--- config.mk ---
export PLATFORM = sky130hd
export DESIGN_NAME = csr_unit
export DESIGN_NICKNAME = d
export VERILOG_FILES = /design/src/rtl/csr_unit_pkg.sv /design/src/rtl/csr_counter64.sv /design/src/rtl/csr_unit.sv
export SDC_FILE = /design/constraint.sdc
export NUM_CORES = 1
export LEC_CHECK = 0
export ABC_AREA = 1
export BUFFER_PORTS_ARGS = -buffer_cell sky130_fd_sc_hd__clkbuf_2
export CORE_MARGIN = 2
export CORE_UTILIZATION = 45
export DETAILED_ROUTE_END_ITERATION = 6
export HOLD_SLACK_MARGIN = 0.08
export PLACE_DENSITY = 0.7
export SYNTH_ARGS = -nofsm -noshare
export SYNTH_HDL_FRONTEND = slang
export SYNTH_SLANG_ARGS = --single-unit
--- constraint.sdc ---
create_clock -name clk -period 6 [get_ports clk]
set_clock_uncertainty 0.1 [all_clocks]
set_input_delay 0.3 -clock clk [delete_from_list [all_inputs] [get_ports clk]]
set_output_delay 0.3 -clock clk [all_outputs]
set_load 0.05 [all_outputs]
--- src/rtl/csr_unit_pkg.sv ---
// csr_unit_pkg: CSR addresses, cause codes and alignment mask shared by the CSR file.
package csr_unit_pkg;
  localparam logic [11:0] CSR_MSTATUS   = 12'h300;
  localparam logic [11:0] CSR_MTVEC     = 12'h305;
  localparam logic [11:0] CSR_MSCRATCH  = 12'h340;
  localparam logic [11:0] CSR_MEPC      = 12'h341;
  localparam logic [11:0] CSR_MCAUSE    = 12'h342;
  localparam logic [11:0] CSR_MCYCLE    = 12'hB00;
  localparam logic [11:0] CSR_MINSTRET  = 12'hB02;
  localparam logic [11:0] CSR_MCYCLEH   = 12'hB80;
  localparam logic [11:0] CSR_MINSTRETH = 12'hB82;
  localparam logic [11:0] CSR_CYCLE     = 12'hC00;
  localparam logic [11:0] CSR_INSTRET   = 12'hC02;
  localparam logic [11:0] CSR_CYCLEH    = 12'hC80;
  localparam logic [11:0] CSR_INSTRETH  = 12'hC82;
  localparam logic [11:0] CSR_MHARTID   = 12'hF14;
  localparam logic [31:0] CAUSE_ECALL_M = 32'd11;
  localparam logic [31:0] ALIGN4        = 32'hFFFF_FFFC;
endpackage

--- src/rtl/csr_counter64.sv ---
// csr_counter64: 64-bit counter; a half-word write replaces that half and blocks the increment.
module csr_counter64 (
  input  logic        clk,
  input  logic        rst_n,
  input  logic        inc,
  input  logic        wr_lo,
  input  logic        wr_hi,
  input  logic [31:0] wr_data,
  output logic [63:0] value
);
  logic [63:0] r_value;
  always_ff @(posedge clk or negedge rst_n)
    if (!rst_n) r_value <= '0;
    else r_value <= wr_lo ? {r_value[63:32], wr_data} :
                    wr_hi ? {wr_data, r_value[31:0]} :
                    r_value + {63'd0, inc};
  assign value = r_value;
endmodule

--- src/rtl/csr_unit.sv ---
// csr_unit: machine-mode CSR file with ecall/mret trap sequencing and redirect target.
module csr_unit
  import csr_unit_pkg::*;
#(
  parameter logic [31:0] MTVEC_RESET = 32'h0000_0000,
  parameter logic [31:0] MHARTID     = 32'h0000_0000
) (
  input  logic        clk,
  input  logic        rst_n,
  input  logic [11:0] rd_addr,
  output logic [31:0] rd_data,
  output logic        rd_illegal,
  input  logic        wr_en,
  input  logic [11:0] wr_addr,
  input  logic [31:0] wr_data,
  input  logic        ecall,
  input  logic        mret,
  input  logic [31:0] trap_pc,
  input  logic        instr_retired,
  output logic [31:0] redirect_pc
);
  logic        r_mie, r_mpie;
  logic [31:0] r_mscratch, r_mtvec, r_mepc, r_mcause;
  logic [63:0] w_mcycle, w_minstret;
  logic        w_sys_wr;
  // trap sequencing owns mstatus/mepc/mcause on ecall or mret cycles
  assign w_sys_wr = wr_en && !ecall && !mret;
  always_ff @(posedge clk or negedge rst_n)
    if (!rst_n) begin
      r_mie      <= 1'b0;
      r_mpie     <= 1'b0;
      r_mscratch <= '0;
      r_mtvec    <= MTVEC_RESET & ALIGN4;
      r_mepc     <= '0;
      r_mcause   <= '0;
    end else begin
      if (ecall) begin
        r_mpie   <= r_mie;
        r_mie    <= 1'b0;
        r_mepc   <= trap_pc & ALIGN4;
        r_mcause <= CAUSE_ECALL_M;
      end else if (mret) begin
        r_mie  <= r_mpie;
        r_mpie <= 1'b1;
      end
      if (w_sys_wr && wr_addr == CSR_MSTATUS) begin
        r_mie  <= wr_data[3];
        r_mpie <= wr_data[7];
      end
      if (w_sys_wr && wr_addr == CSR_MEPC) r_mepc <= wr_data & ALIGN4;
      if (w_sys_wr && wr_addr == CSR_MCAUSE) r_mcause <= wr_data;
      if (wr_en && wr_addr == CSR_MSCRATCH) r_mscratch <= wr_data;
      if (wr_en && wr_addr == CSR_MTVEC) r_mtvec <= wr_data & ALIGN4;
    end
  csr_counter64 u_mcycle (
    .clk     (clk),
    .rst_n   (rst_n),
    .inc     (1'b1),
    .wr_lo   (wr_en && wr_addr == CSR_MCYCLE),
    .wr_hi   (wr_en && wr_addr == CSR_MCYCLEH),
    .wr_data (wr_data),
    .value   (w_mcycle)
  );
  csr_counter64 u_minstret (
    .clk     (clk),
    .rst_n   (rst_n),
    .inc     (instr_retired),
    .wr_lo   (wr_en && wr_addr == CSR_MINSTRET),
    .wr_hi   (wr_en && wr_addr == CSR_MINSTRETH),
    .wr_data (wr_data),
    .value   (w_minstret)
  );
  always_comb begin
    rd_data    = '0;
    rd_illegal = 1'b0;
    case (rd_addr)
      CSR_MSTATUS:                  rd_data = {19'd0, 2'b11, 3'd0, r_mpie, 3'd0, r_mie, 3'd0};
      CSR_MTVEC:                    rd_data = r_mtvec;
      CSR_MSCRATCH:                 rd_data = r_mscratch;
      CSR_MEPC:                     rd_data = r_mepc;
      CSR_MCAUSE:                   rd_data = r_mcause;
      CSR_MCYCLE, CSR_CYCLE:        rd_data = w_mcycle[31:0];
      CSR_MCYCLEH, CSR_CYCLEH:      rd_data = w_mcycle[63:32];
      CSR_MINSTRET, CSR_INSTRET:    rd_data = w_minstret[31:0];
      CSR_MINSTRETH, CSR_INSTRETH:  rd_data = w_minstret[63:32];
      CSR_MHARTID:                  rd_data = MHARTID;
      default:                      rd_illegal = 1'b1;
    endcase
  end
  assign redirect_pc = (mret && !ecall) ? r_mepc : r_mtvec;
endmodule

==> results_dict.tcl <==
set metrics [dict create \
    outcome "finished clean" \
    preCtsSetupSlack_ns 2.57 \
    place_inst 3169 \
    die_h_um 197 \
    overflow 0 \
    grt_pass1_vias 17486 \
    hold_slack_ns 0.106 \
    critPathTopFamily "simple AND/OR/NAND/NOR gates" \
    die_area_sq_um 38800 \
    cts_buffer_depth 3 \
    drc 0 \
    rsz0062_at_grt "no" \
    finalHoldViolCount 0 \
    cp_slowest_cell "nand3_1" \
    clkTransAtPathRegs_ns 0.06 \
    vdd_ir_drop_max_mv 0.228 \
    setup_viol 0 \
    port_buffers 154 \
    fillers 3692 \
    cp.arrival_ns 3.19 \
    stdcell_count 3285 \
    max_freq_mhz 278 \
    slowest_delay_ns 0.73 \
    row_count 70 \
    worstReg2RegEnd "u_mcycle.value[34]" \
    post-cts-setup-buffer-count 0 \
    cts_tree "done" \
    initial_core_util 0.458 \
    drt_first_pass_iters 6 \
    n_antenna_cell 0 \
    r2r_slack_ns 3.26 \
    crit_path_end_kind "primary output" \
    slew_violations 0 \
    grt_max_degree 133 \
    crit_fanout 16 \
    worstSetupPathType "input pin to primary output" \
    syn_area_per_cell_sq_um 6.39 \
    grt_usage 0.370 \
    min_path_cells 5 \
    synth-edff-count 0 \
    placed_area_sq_um 17900 \
    fin_ws_ns 2.41 \
    setup.worst_path.start_class "input pin" \
    seq_area_frac_synth 0.379 \
    reg2reg_depth 10 \
    hold_path.class "input pin to flop" \
    vias 18976 \
    finalCritPeriodShare 0.599 \
    period_minus_slack_ns 3.59 \
    synth-seq-cells 254 \
    fin_nets 2891 \
    place_congestion 1.04 \
    r2r_start "u_mcycle.value[0]" \
    stdcell_area_sq_um 19500 \
    crit_top_cell "nand2_1" \
    clkLatencyLatePin_ns 0.62 \
    power_mw 4.29 \
    drt-total-wl_um 72400 \
    cts_sinks 254 \
    viasPerCell 5.78 \
    synth_cell_types 36 \
    tightest_slew_ns 1.22 \
    drtIter0Drc 2258 \
    die_x_um 197 \
    final_common_cell "nand2_1" \
    mostFrequentLayoutCells "975 x nand2_1, 382 x nor2_1, 273 x inv_1, 254 x dfrtp_1, 219 x o21ai_0" \
    drtAntennaViolNets 0 \
    syn_area_sq_um 16800 \
    cts_resized 0 \
    synth_area_leaders "dfrtp_1 38%, nand2_1 22%, nor2_1 8.6%" \
    area_delta_synth_final_pct 16.5 \
    required_ns 5.60 \
    dp_hpwl_um 53300 \
    async_flop_share 1.00 \
    synth_top_cell_by_area "dfrtp_1" \
    leakage_nw 8.81 \
    core_area_sq_um 36600 \
    htree_levels 1 \
    cp_cell_sequence "clkbuf_2, inv_1, nand2_1, nor3_2, nand3_1, inv_2, nand2_1, o21ai_0, nor2_1, nand2_1, clkbuf_2" \
    hold_end "r_mpie" \
    synthFlopType "dfrtp_1" \
    drive_above_1_share 0.0870 \
    grt_pass1_wl_um 107000 \
    power.density_nw_per_um2 220 \
    crit_buf_inv 4 \
    synth_top_cell_area_share 0.379 \
    yosysWarnings 0 \
    hold_start "wr_en" \
    synth_cells 2623 \
    cts-root-buf "clkbuf_16" \
    wl_per_cell_um 22.0 \
    cts_buffers 30 \
    maxCapViolCount 0 \
    slew_headroom 0.186 \
    final_util 0.533 \
    ioPinCount 159 \
    antenna_found_initial 3 \
    fin_setup_tns_ns 0 \
]
==> metal layers <==
layer / GRT usage / routed length, um / up-vias
li1: - / - / 8744
met1: 0.519 / 29900 / 9004
met2: 0.557 / 30900 / 1057
met3: 0.0655 / 7560 / 165
met4: 0.173 / 4020 / 6
met5: 0 / 30 / -
==> worst max-delay path by stage <==
stage                            from        endpoint  slack, ns  depth (start not counted)
after CTS                 rd_addr[10]     rd_data[15]       2.54                         11
final                      rd_addr[3]     rd_data[15]       2.41                         11
after floorplan                 ecall  redirect_pc[2]       3.37                          5
after global routing      rd_addr[11]     rd_data[15]       2.31                         12
after global placement     rd_addr[3]     rd_data[15]       2.59                         11
after detailed placement   rd_addr[3]     rd_data[15]       2.57                         11
==> worst min-delay path, cell delays in order <==
cell      delay [ns]
clkbuf_2        0.12
nand2_1         0.09
nor2_1          0.09
nand3_1         0.09
nand3_1         0.07
==> Yosys cell counts (5+ instances only) <==
library cell  number
clkbuf_1          58
xnor2_1            7
o22ai_1           84
o221ai_1          30
a21oi_1           16
inv_1            273
nand3_1          120
o211ai_1          28
o21ai_0          219
nor2_2            10
nand2_1          975
buf_4              5
nor2_1           382
xor2_1            37
buf_2             26
nor3_1             5
o21ai_1           11
inv_2              6
dfrtp_1          254
a22oi_1           33
nand4_1           20
==> repair_timing <==
item,in CTS,in global routing
hold endpoints to repair,232,0
endpoints found under the setup margin,0,0
hold buffers,61,0
==> state kept, by name, summed over array words and instances (netlist names) <==
signal and cells:
r_mie 1, r_mtvec 30, r_mepc 30, r_mscratch 32, r_mpie 1, u_minstret.value 64, r_mcause 32, u_mcycle.value 64
==> kinds of logic (layout without fill, tap and decap cells) <==
| logic type | Yosys count | after routing | synth area share |
|---|---|---|---|
| buffers and inverters | 375 | 568 | 0.0884 |
| xor gates and xnor gates | 44 | 44 | 0.0230 |
| muxes | 1 | 1 | 0.000672 |
| and+or+nand+nor | 1520 | 1520 | 0.357 |
| AOI/OAI and AO/OA | 425 | 425 | 0.150 |
| adders and majority gates | 3 | 3 | 0.00224 |
| DFF | 254 | 254 | 0.379 |
| other | 1 | 2 | 0.000224 |
==> power breakdown <==
part	internal (mW)	switching, mW	total, mW
registers	1.78	0.0866	1.87
logic	0.157	0.306	0.462
clock network	1.16	0.804	1.96
total	3.10	1.20	4.29
==> layout make-up <==
type	instances	area, sq um	share of cell area
multi-input cells	1995	8950	0.458
clock buffers	43	890	0.0456
flip-flops and latches	254	6360	0.326
inverters	282	1060	0.0542
repair buffers	231	1520	0.0781
clock inverters	12	163	0.00833
well taps	468	586	0.0300
(Power assumes the default switching activity.)
